--- src/rtl/mem_arbiter.sv ---
// Two-port (fetch / load-store) arbiter in front of a single-ported, fixed-latency memory.
// Round-robin on contention; fetch responses are dropped when a redirect kills them in flight.
module mem_arbiter #(
    parameter int ADDRESS_WIDTH = 32,
    parameter int DATA_WIDTH    = 32,
    parameter int LATENCY       = 2
) (
    input  logic                      clk,
    input  logic                      rst,
    input  logic                      i_req,
    input  logic [ADDRESS_WIDTH-1:0]  i_addr,
    input  logic                      i_flush,
    output logic                      i_gnt,
    output logic                      i_valid,
    output logic [DATA_WIDTH-1:0]     i_rdata,
    input  logic                      d_req,
    input  logic                      d_we,
    input  logic [ADDRESS_WIDTH-1:0]  d_addr,
    input  logic [DATA_WIDTH-1:0]     d_wdata,
    input  logic [DATA_WIDTH/8-1:0]   d_be,
    output logic                      d_gnt,
    output logic                      d_valid,
    output logic [DATA_WIDTH-1:0]     d_rdata,
    output logic                      mem_req,
    output logic                      mem_we,
    output logic [ADDRESS_WIDTH-1:0]  mem_addr,
    output logic [DATA_WIDTH-1:0]     mem_wdata,
    output logic [DATA_WIDTH/8-1:0]   mem_be,
    input  logic [DATA_WIDTH-1:0]     mem_rdata
);

    localparam int CNT_W = (LATENCY < 1) ? 1 : $clog2(LATENCY + 1);
    localparam logic [CNT_W-1:0] CNT_LOAD = CNT_W'(LATENCY - 1);

    typedef enum logic {IDLE, WAIT} state_t;

    state_t           state, state_nxt;
    logic [CNT_W-1:0] cnt, cnt_nxt;
    logic             owner_d, owner_d_nxt;   // 1 = D-side owns the in-flight access
    logic             we_flag, we_flag_nxt;
    logic             kill, kill_nxt;
    logic             last_d, last_d_nxt;     // 1 = D-side received the most recent grant
    logic             win_d;

    always_comb begin
        state_nxt   = state;
        cnt_nxt     = cnt;
        owner_d_nxt = owner_d;
        we_flag_nxt = we_flag;
        kill_nxt    = kill;
        last_d_nxt  = last_d;
        i_gnt       = 1'b0;
        d_gnt       = 1'b0;
        i_valid     = 1'b0;
        d_valid     = 1'b0;
        i_rdata     = '0;
        d_rdata     = '0;
        mem_req     = 1'b0;
        mem_we      = 1'b0;
        mem_addr    = '0;
        mem_wdata   = '0;
        mem_be      = '0;
        // D wins when alone, or on a tie when I-side was granted last
        win_d       = d_req && (!i_req || !last_d);

        case (state)
            IDLE: begin
                // rst gating keeps grants quiet while reset is held
                if (!rst && (i_req || d_req)) begin
                    state_nxt   = WAIT;
                    cnt_nxt     = CNT_LOAD;
                    owner_d_nxt = win_d;
                    last_d_nxt  = win_d;
                    mem_req     = 1'b1;
                    if (win_d) begin
                        d_gnt       = 1'b1;
                        mem_we      = d_we;
                        mem_addr    = d_addr;
                        mem_wdata   = d_wdata;
                        mem_be      = d_be;
                        we_flag_nxt = d_we;
                        kill_nxt    = 1'b0;
                    end else begin
                        i_gnt       = 1'b1;
                        mem_addr    = i_addr;
                        mem_be      = '1;
                        we_flag_nxt = 1'b0;
                        kill_nxt    = i_flush;
                    end
                end
            end
            WAIT: begin
                if (!owner_d && i_flush) kill_nxt = 1'b1;
                if (cnt == '0) begin
                    state_nxt = IDLE;
                    if (owner_d) begin
                        d_valid = 1'b1;
                        d_rdata = we_flag ? '0 : mem_rdata;
                    end else if (!kill && !i_flush) begin
                        // a redirect in the response cycle itself also kills the fetch
                        i_valid = 1'b1;
                        i_rdata = mem_rdata;
                    end
                end else begin
                    cnt_nxt = cnt - 1'b1;
                end
            end
            default: state_nxt = IDLE;
        endcase
    end

    always_ff @(posedge clk or posedge rst) begin
        if (rst) begin
            state   <= IDLE;
            cnt     <= '0;
            owner_d <= 1'b0;
            we_flag <= 1'b0;
            kill    <= 1'b0;
            last_d  <= 1'b0;
        end else begin
            state   <= state_nxt;
            cnt     <= cnt_nxt;
            owner_d <= owner_d_nxt;
            we_flag <= we_flag_nxt;
            kill    <= kill_nxt;
            last_d  <= last_d_nxt;
        end
    end

endmodule

--- config.mk ---
export PLATFORM = sky130hd
export DESIGN_NAME = mem_arbiter
export DESIGN_NICKNAME = d
export VERILOG_FILES = /design/src/rtl/mem_arbiter.sv
export SDC_FILE = /design/constraint.sdc
export NUM_CORES = 1
export LEC_CHECK = 0
export BUFFER_PORTS_ARGS = -buffer_cell sky130_fd_sc_hd__buf_2
export CAP_MARGIN = 15
export CORE_AREA = 2 2 107 109
export DETAILED_ROUTE_END_ITERATION = 7
export DIE_AREA = 0 0 109 111
export HOLD_SLACK_MARGIN = 0.06
export PLACE_DENSITY_LB_ADDON = 0.3
export SLEW_MARGIN = 10
export SYNTH_ARGS = -nofsm -noshare
export SYNTH_HDL_FRONTEND = slang
export SYNTH_SLANG_ARGS = --single-unit
--- constraint.sdc ---
create_clock -name clk -period 2.02 [get_ports clk]
set_input_delay 0.202 -clock clk [delete_from_list [all_inputs] [get_ports clk]]
set_output_delay 0.202 -clock clk [all_outputs]
set_load 0.005 [all_outputs]
==> metrics.log, run 1 <==
INFO  metric total_vias_in_the_final_route = 2268
INFO  metric critical_path.reg2reg.startpoint = state
INFO  metric setup_viol = 0
INFO  metric power.leakage = 0.001947 uW
INFO  metric clkPwrFrac = 19.7%
INFO  metric netSwitchingFraction = 37.38%
INFO  metric critPathBufInv = 2
INFO  metric grt_pass1_vias = 2004
INFO  metric grt_start_max_net_pins = 44
INFO  metric pwr-share-seq = around 15%
INFO  metric cts_tree = yes
INFO  metric max_cap_violations = 0
INFO  metric fmax = roughly 0.52 GHz
INFO  metric post-cts-setup-buffer-count = 0
INFO  metric cts-buffers-inserted = 3
INFO  metric tritoncts_num_sinks = 6
INFO  metric reg2regPathDepth = 3
INFO  metric max-clock-path-buffers = 2
INFO  metric least_margin_pin_slew = between 600 and 700 ps
INFO  metric cellPowerDensity = around 540 nW/um^2
INFO  metric cts.reportedPaths.clkPinSlew = 30 ps
INFO  metric hpwl = 5703 microns
INFO  metric timing_worst_setup_path_type = reg2out
INFO  metric timing.hold.worst.class = in2reg
INFO  metric global_route.usage.met2 = between 10% and 20%
INFO  metric synth.net_count = 324
INFO  metric worst_setup_path_start_kind = register
INFO  metric syn_to_final_growth = 119.8%
INFO  metric place_congestion = 0.6982
INFO  metric antenna_found_initial = 0
INFO  metric dr.pass1.iters = 4
INFO  metric floorplan_die_area = around 12000 sq um
INFO  metric pin_count = 276
INFO  metric final_design_area_no_fill = 2945 sq um
INFO  metric worst_path_dominant_cell_family = compound AO/OA/AOI/OAI gates
INFO  metric delay_of_the_slowest_cell_on_the_worst_path = 440 ps
INFO  metric final_antenna_net_count = 0
INFO  metric relSlewSlack = 53.11%
INFO  metric fp-row-count = 39
INFO  metric worst_hold_slack = about 210 ps
INFO  metric floorplan.core_area = 11080 sq um
INFO  metric outcome = complete, no violations
INFO  metric antenna_cells = 0
INFO  metric regToRegEndpoint = kill
INFO  metric detailed_place.area = 2846 sq um
INFO  metric timing.clock.skew = 1.307 ps
INFO  metric groute.layer.met3.usage = 1.352%
INFO  metric drt-initial-drc-count = 87
INFO  metric final_layout_size_suffix_gt1_share = 63.41%
INFO  metric critical_path.max_fanout = 43
INFO  metric endpoint_kind = output pin
INFO  metric placement.io_buffers = 275
INFO  metric hp-start = d_we
INFO  metric synthesized_instance_count = 185
INFO  metric post_detailed_routing_wire_length = ~6600 microns
INFO  metric grt_most_used_layer = met2
INFO  metric netlist_area = ~1300 sq um
INFO  metric synth.ff_latch_count = 6
INFO  metric grt_pass1_wl = ~9500 microns
INFO  metric cp_slowest_cell = dfrtp_1
INFO  metric groute.layer.met1.usage = 10.80%
INFO  metric min_period = 1912 ps
INFO  metric timing.critical_path.cells = a21bo_2 > nor3_4 > buf_6 > a22o_1 > buf_2
INFO  metric synth.lib_cells_used.distinct = 23
INFO  metric grt_usage = 9.752%
INFO  metric worst_skew_pair.late_latency = 220 ps
INFO  metric hold_viol = 0
INFO  metric rsz0062_at_grt = yes
INFO  metric drcViolationCount = 0
INFO  metric clock_tree.htree_level_count = 1
INFO  metric avgRoutedWirePerCell = roughly 11 microns
INFO  metric hold-path-cell-count = 2
INFO  metric yosys_warnings = 0
INFO  metric worstSetupStartpoint = last_d
INFO  metric nets = ~600
INFO  metric floorplan.die.height = approximately 110 microns
INFO  metric internal_power = 990.3 uW
INFO  metric initial_core_util = between 10% and 20%
INFO  metric floorplan.die.width = 109 microns
INFO  metric vias_per_cell = around 3.8
INFO  metric grt-ovfl-total = 0
INFO  metric max_slew_violation_count = 0
INFO  metric filler_cell_count = 1225
INFO  metric share_comb_of_total_power = approximately 65%
INFO  metric holdPathEnd = we_flag
INFO  metric worst-endpoint-required = 1820 ps
INFO  metric syn-mean-instance-area = 7.243 sq um
INFO  metric root_buffer = clkbuf_16
INFO  metric post-route-period-util = a little over nine tenths
INFO  metric yosysSeqAreaShare = 11.20%
INFO  metric net-switching-power = 591.2 uW
INFO  metric r2r_setup_slack = 620 ps
INFO  metric worst_ir_drop_vdd = 0.3564 mV
INFO  metric worstPathArrival = 1710 ps
-- Yosys cell counts --
cell      instances  area [sq um]
a22o_1           33         289.0
a21bo_2           1         10.01
and2_1           97         606.8
ha_1              1         12.51
and3_1            1         6.260
a221o_1           1         10.01
dfrtp_1           6         150.1
nand2_1           4         15.01
inv_1             4         15.01
buf_2             8         40.04
buf_6             3         33.78
o21ai_1           1         5.000
and2b_1           1         7.510
clkbuf_1          5         18.77
xnor2_1           1         8.760
o22ai_1           1         6.260
buf_4             1         7.510
and3b_1           2         17.52
nor3_4            1         16.27
nand2b_1          1         6.260
a21o_1            1         7.510
nor4_2            1         12.51
nor2_1           10         37.54
-- logic make-up after synthesis --
kind of cell	count (synthesis)	share of synthesized area (%)
xor+xnor	1	0.6537
flops	6	11.20
fa+ha+maj	1	0.9336
compound gates	38	24.46
simple gates	118	54.16
buf+inv	21	8.590
-- power groups by stage --
stage	Combinational (uW)	Clock (uW)	Sequential (uW)
global route	1150	324	250
floorplan	562	0	221
finish	1030	312	241
detailed placement	1030	0	242
CTS	1040	317	240
global placement	1020	0	244
-- registers in the layout (all words and copies together), names as in the netlist --
name / cells
last_d: 1
cnt: 2
we_flag: 1
kill: 1
state: 1
-- repair_timing --
item	4_1_cts	5_1_grt
hold buffers	1	0
hold endpoints to repair	6	0
resized for setup	1	4
setup endpoints to repair	32	78
-- layout by cell type, fill, tap and decap left out, drive strengths merged, types with 2 or more instances in the layout --
cell type	netlist	final
buf	12	279
and2	97	97
inv	4	4
and3b	2	2
nand2	4	4
a22o	33	33
nor2	10	10
dfrtp	6	6
clkbuf	5	3
-- metal layers --
| metal | vias to the layer above | share of wire (%) |
|---|---|---|
| li1 | 1151 | - |
| met3 | 2 | 8.6 |
| met2 | 125 | 54 |
| met5 | - | 0 |
| met4 | 0 | 0.65 |
| met1 | 990 | 37 |
-- layout make-up --
class / count / area, sq um / share of cell area [%]
repair buffers: 280 / 1440 / 48.90
multi-input cells: 158 / 1086 / 36.87
well taps: 143 / 178.9 / 6.075
flip-flops and latches: 6 / 150.1 / 5.098
clock buffers: 3 / 75.07 / 2.549
inverters: 4 / 15.01 / 0.5098
-- per-stage QoR --
| stage | worst slack, ps | std cells | TNS (ps) | util (%) | total power [uW] |
|---|---|---|---|---|---|
| after floorplan | 532.2 | 185 | 0 | - | 782.8 |
| after global placement | 115.8 | 590 | 0 | 25.70 | 1266 |
| after detailed placement | 54.62 | 590 | 0 | 25.70 | 1268 |
| after CTS | 37.75 | 594 | 0 | 26.48 | 1595 |
| after global routing | -4.024 | 594 | -4.024 | 26.59 | 1721 |
| final | 107.9 | 594 | 0 | 26.59 | 1581 |
-- how the worst max path moves through the flow --
stage | to | slack (ps) | cells past startpoint
finish | mem_addr[10] | 110 | 5
global route | mem_addr[7] | -4 | 5
CTS | mem_addr[10] | 40 | 5
detailed placement | d_rdata[8] | 50 | 6
global placement | d_rdata[22] | 120 | 6
floorplan | i_rdata[10] | 530 | 6
Note: power is estimated with default switching activity, not from simulation.
==> inputs of run 2 (changes only) <==
- CELL_PAD_IN_SITES_DETAIL_PLACEMENT: not set -> 1
- CELL_PAD_IN_SITES_GLOBAL_PLACEMENT: not set -> 1
==> run 2 against run 1 <==
  * Sequential share of layout area down 0.054 points
  * Final cell count rose by 0.17%
  * Register-to-register slack worse by 40 ps
  * Fmax fell by 1.1%
  * Critical path depth unchanged
  * Clock power up 3%
  * Worst setup slack got worse by 20 ps
  * First-iteration DRC count shrank 5.7%
  * Sequential power is essentially flat
  * Core utilization is 0.28 points higher
  * Critical endpoint is now mem_addr[4]
  * Largest cell class unchanged
==> metrics.log, run 2 (synthesis results as in run 1) <==
INFO  metric vias_per_cell = 4.013 (+5.1%)
INFO  metric timing.final.ws_setup = 87.51 ps (-20.41 ps)
INFO  metric critical_path.max_fanout = 34 (-21%)
INFO  metric pwr-share-seq = 14.5% (-0.8 points)
INFO  metric grt_pass1_wl = 11760 microns (+23%)
INFO  metric place_congestion = 0.8226 (+18%)
INFO  metric pin_count = 276 (unchanged)
INFO  metric delay_of_the_slowest_cell_on_the_worst_path = 420 ps (-20 ps)
INFO  metric most-common-layout-cells = 275 x buf_2, 97 x and2_1, 33 x a22o_1
INFO  metric timing_worst_setup_path_type = reg2out
INFO  metric worst-endpoint-required = 1820 ps (about the same)
INFO  metric antenna_found_initial = 0 (unchanged)
INFO  metric layout_commonest_cell = buf_2
INFO  metric cts_tree = yes
INFO  metric internal_power = 1013 uW (+2.3%)
INFO  metric grt_usage = 12.34% (+2.6 points)
INFO  metric detailedPlace.worstSlack = 242.4 ps (+187.7 ps)
INFO  metric placement.io_buffers = 275 (unchanged)
INFO  metric max-clock-path-buffers = 2 (unchanged)
INFO  metric timing.critical_path.cells = a21bo_2 > nor3_4 > buf_12 > a22o_1 > buf_2
INFO  metric final_cells = 595 (+0.17%)
INFO  metric antenna_cells = 0 (unchanged)
INFO  metric fin_total_pwr = 1652 uW (+4.5%)
INFO  metric power.leakage = 0.001962 uW (+0.79%)
INFO  metric grt_pass1_vias = 2291 (+14%)
INFO  metric avgRoutedWirePerCell = 13.72 microns (+24%)
INFO  metric setup_viol = 0 (unchanged)
INFO  metric post-cts-setup-buffer-count = 0 (unchanged)
INFO  metric worstPathArrival = 1730 ps (+20 ps)
INFO  metric fin_tns_setup = 0 ps (unchanged)
INFO  metric min_period = 1932 ps (+20.41 ps)
INFO  metric worst_ir_drop_vdd = 0.2609 mV (-27%)
INFO  metric max_slew_violation_count = 0 (unchanged)
INFO  metric cp_slowest_cell = dfrtp_1
INFO  metric dr.pass1.iters = 4 (unchanged)
INFO  metric share_comb_of_total_power = 66.0% (+1.0 points)
INFO  metric filler_cell_count = 1421 (+16%)
INFO  metric syn_to_final_growth = 122.1%
INFO  metric drt-initial-drc-count = 82 (-5.7%)
INFO  metric fmax = 0.5175 GHz (-1.1%)
INFO  metric tritoncts_num_sinks = 6 (unchanged)
INFO  metric final_antenna_net_count = 0 (unchanged)
INFO  metric largest_register_ffs = 2 (unchanged)
INFO  metric max_cap_violations = 0 (unchanged)
INFO  metric worst_skew_pair.late_latency = 230 ps (about the same)
INFO  metric cts.reportedPaths.clkPinSlew = 30 ps (about the same)
INFO  metric endpoint_kind = output pin
INFO  metric initial_core_util = 12.10% (unchanged)
INFO  metric fp-row-count = 39 (unchanged)
INFO  metric netSwitchingFraction = 38.70% (+1.3 points)
INFO  metric hold_viol = 0 (unchanged)
INFO  metric detailroute.wirelength.met3 = 842 microns (+49%)
INFO  metric post_detailed_routing_wire_length = 8161 microns (+24%)
INFO  metric post-route-period-util = 95.67% (+1.0 points)
INFO  metric floorplan_die_area = 12100 sq um (unchanged)
INFO  metric final_layout_size_suffix_gt1_share = 63.27% (-0.14 points)
INFO  metric total_vias_in_the_final_route = 2388 (+5.3%)
INFO  metric hpwl = 6973 microns (+22%)
INFO  metric drcViolationCount = 0 (unchanged)
INFO  metric largest_register = cnt
INFO  metric grt_start_max_net_pins = 69 (+57%)
INFO  metric least_margin_pin_slew = 765.1 ps (+66.40 ps)
INFO  metric cellPowerDensity = 555.1 nW/um^2 (+3.4%)
INFO  metric cts-buffers-inserted = 3 (unchanged)
INFO  metric floorplan.die.width = 109 microns (unchanged)
INFO  metric nets = 593 (+0.17%)
INFO  metric worst_setup_path_start_kind = register
INFO  metric floorplan.die.height = 111 microns (unchanged)
INFO  metric routedLengthMet1 = 2871 microns (+17%)
INFO  metric grt-ovfl-total = 0 (unchanged)
INFO  metric routed-wl-met2 = 4358 microns (+24%)
INFO  metric net-switching-power = 639.3 uW (+8.1%)
INFO  metric clkPwrFrac = 19.5% (-0.2 points)
INFO  metric floorplan.core_area = 11080 sq um (unchanged)
INFO  metric clock_tree.htree_level_count = 1 (unchanged)
INFO  metric root_buffer = clkbuf_16
INFO  metric outcome = complete, no violations
INFO  metric relSlewSlack = 48.65% (-4.5 points)
INFO  metric highest-signal-layer = met4
INFO  metric timing.clock.skew = 1.919 ps (+0.6118 ps)
INFO  metric instance_count_after_placement_with_tap_cells_included = 590 (unchanged)
INFO  metric timing.hold.worst.class = in2reg
INFO  metric worst_hold_slack = 207.7 ps (-3.095 ps)
[run 2: changes by cell type in the layout (fill, tap and decap cells not counted)]
cell       delta
buf_8         +1
buf_6         -3
and2b_1       +1
and2b_4       -1
buf_12        +1
buf_4         +1
clkbuf_16     +1
[run 2: worst paths after layout]
kind | slack [ps] | cells past startpoint | to | startpoint
setup / recovery | 90 | 5 | mem_addr[4] | last_d
hold / removal | 210 | 2 | we_flag | d_we
setup reg to reg | 580 | 3 | kill | state
hold reg to reg | 510 | 1 | we_flag | we_flag
max in group asynchronous | 1350 | 3 | cnt[0] | rst
min in group asynchronous | 480 | 3 | last_d | rst
[run 2: power groups by stage]
stage               Combinational, uW  Sequential (uW)  Clock [uW]
floorplan                         562              221           0
global placement                 1070              242           0
global route                     1220              250         336
finish                           1090              239         322
CTS                              1090              241         329
detailed placement               1080              243           0
[run 2: critical path, delay by kind of cell (launching register included)]
family / cells / cell delay [ps]
compound gates: 2 / 480
flops: 1 / 420
buf+inv: 2 / 370
simple gates: 1 / 220
[run 2: layout make-up]
type,count,area [sq um],share of cell area (%)
sequential,6,150.1,5.044
timing repair buffer,281,1474,49.52
clock buffer,3,75.07,2.522
tap,143,178.9,6.011
multi-input combinational,158,1084,36.40
inverter,4,15.01,0.5044
[run 2: metal layers]
| layer | global-route usage, % | up-vias |
|---|---|---|
| met5 | 0 | - |
| met4 | 3.590 | 0 |
| met3 | 2.410 | 5 |
| met2 | 23.81 | 142 |
| met1 | 13.13 | 1085 |
| li1 | - | 1156 |
[run 2: metrics by stage]
step	util (%)	area [sq um]
5_1_grt	26.87	2977
3_3_place_gp	25.81	2859
6_report	26.87	2977
4_1_cts	26.61	2948
2_1_floorplan	-	1340
3_5_place_dp	25.81	2859
[run 2: timing repair]
item                       CTS  global route
cloned                       0             1
hold endpoints to repair     6             0
hold buffers                 1             0
resized for setup            1             1
setup endpoints to repair    1             2
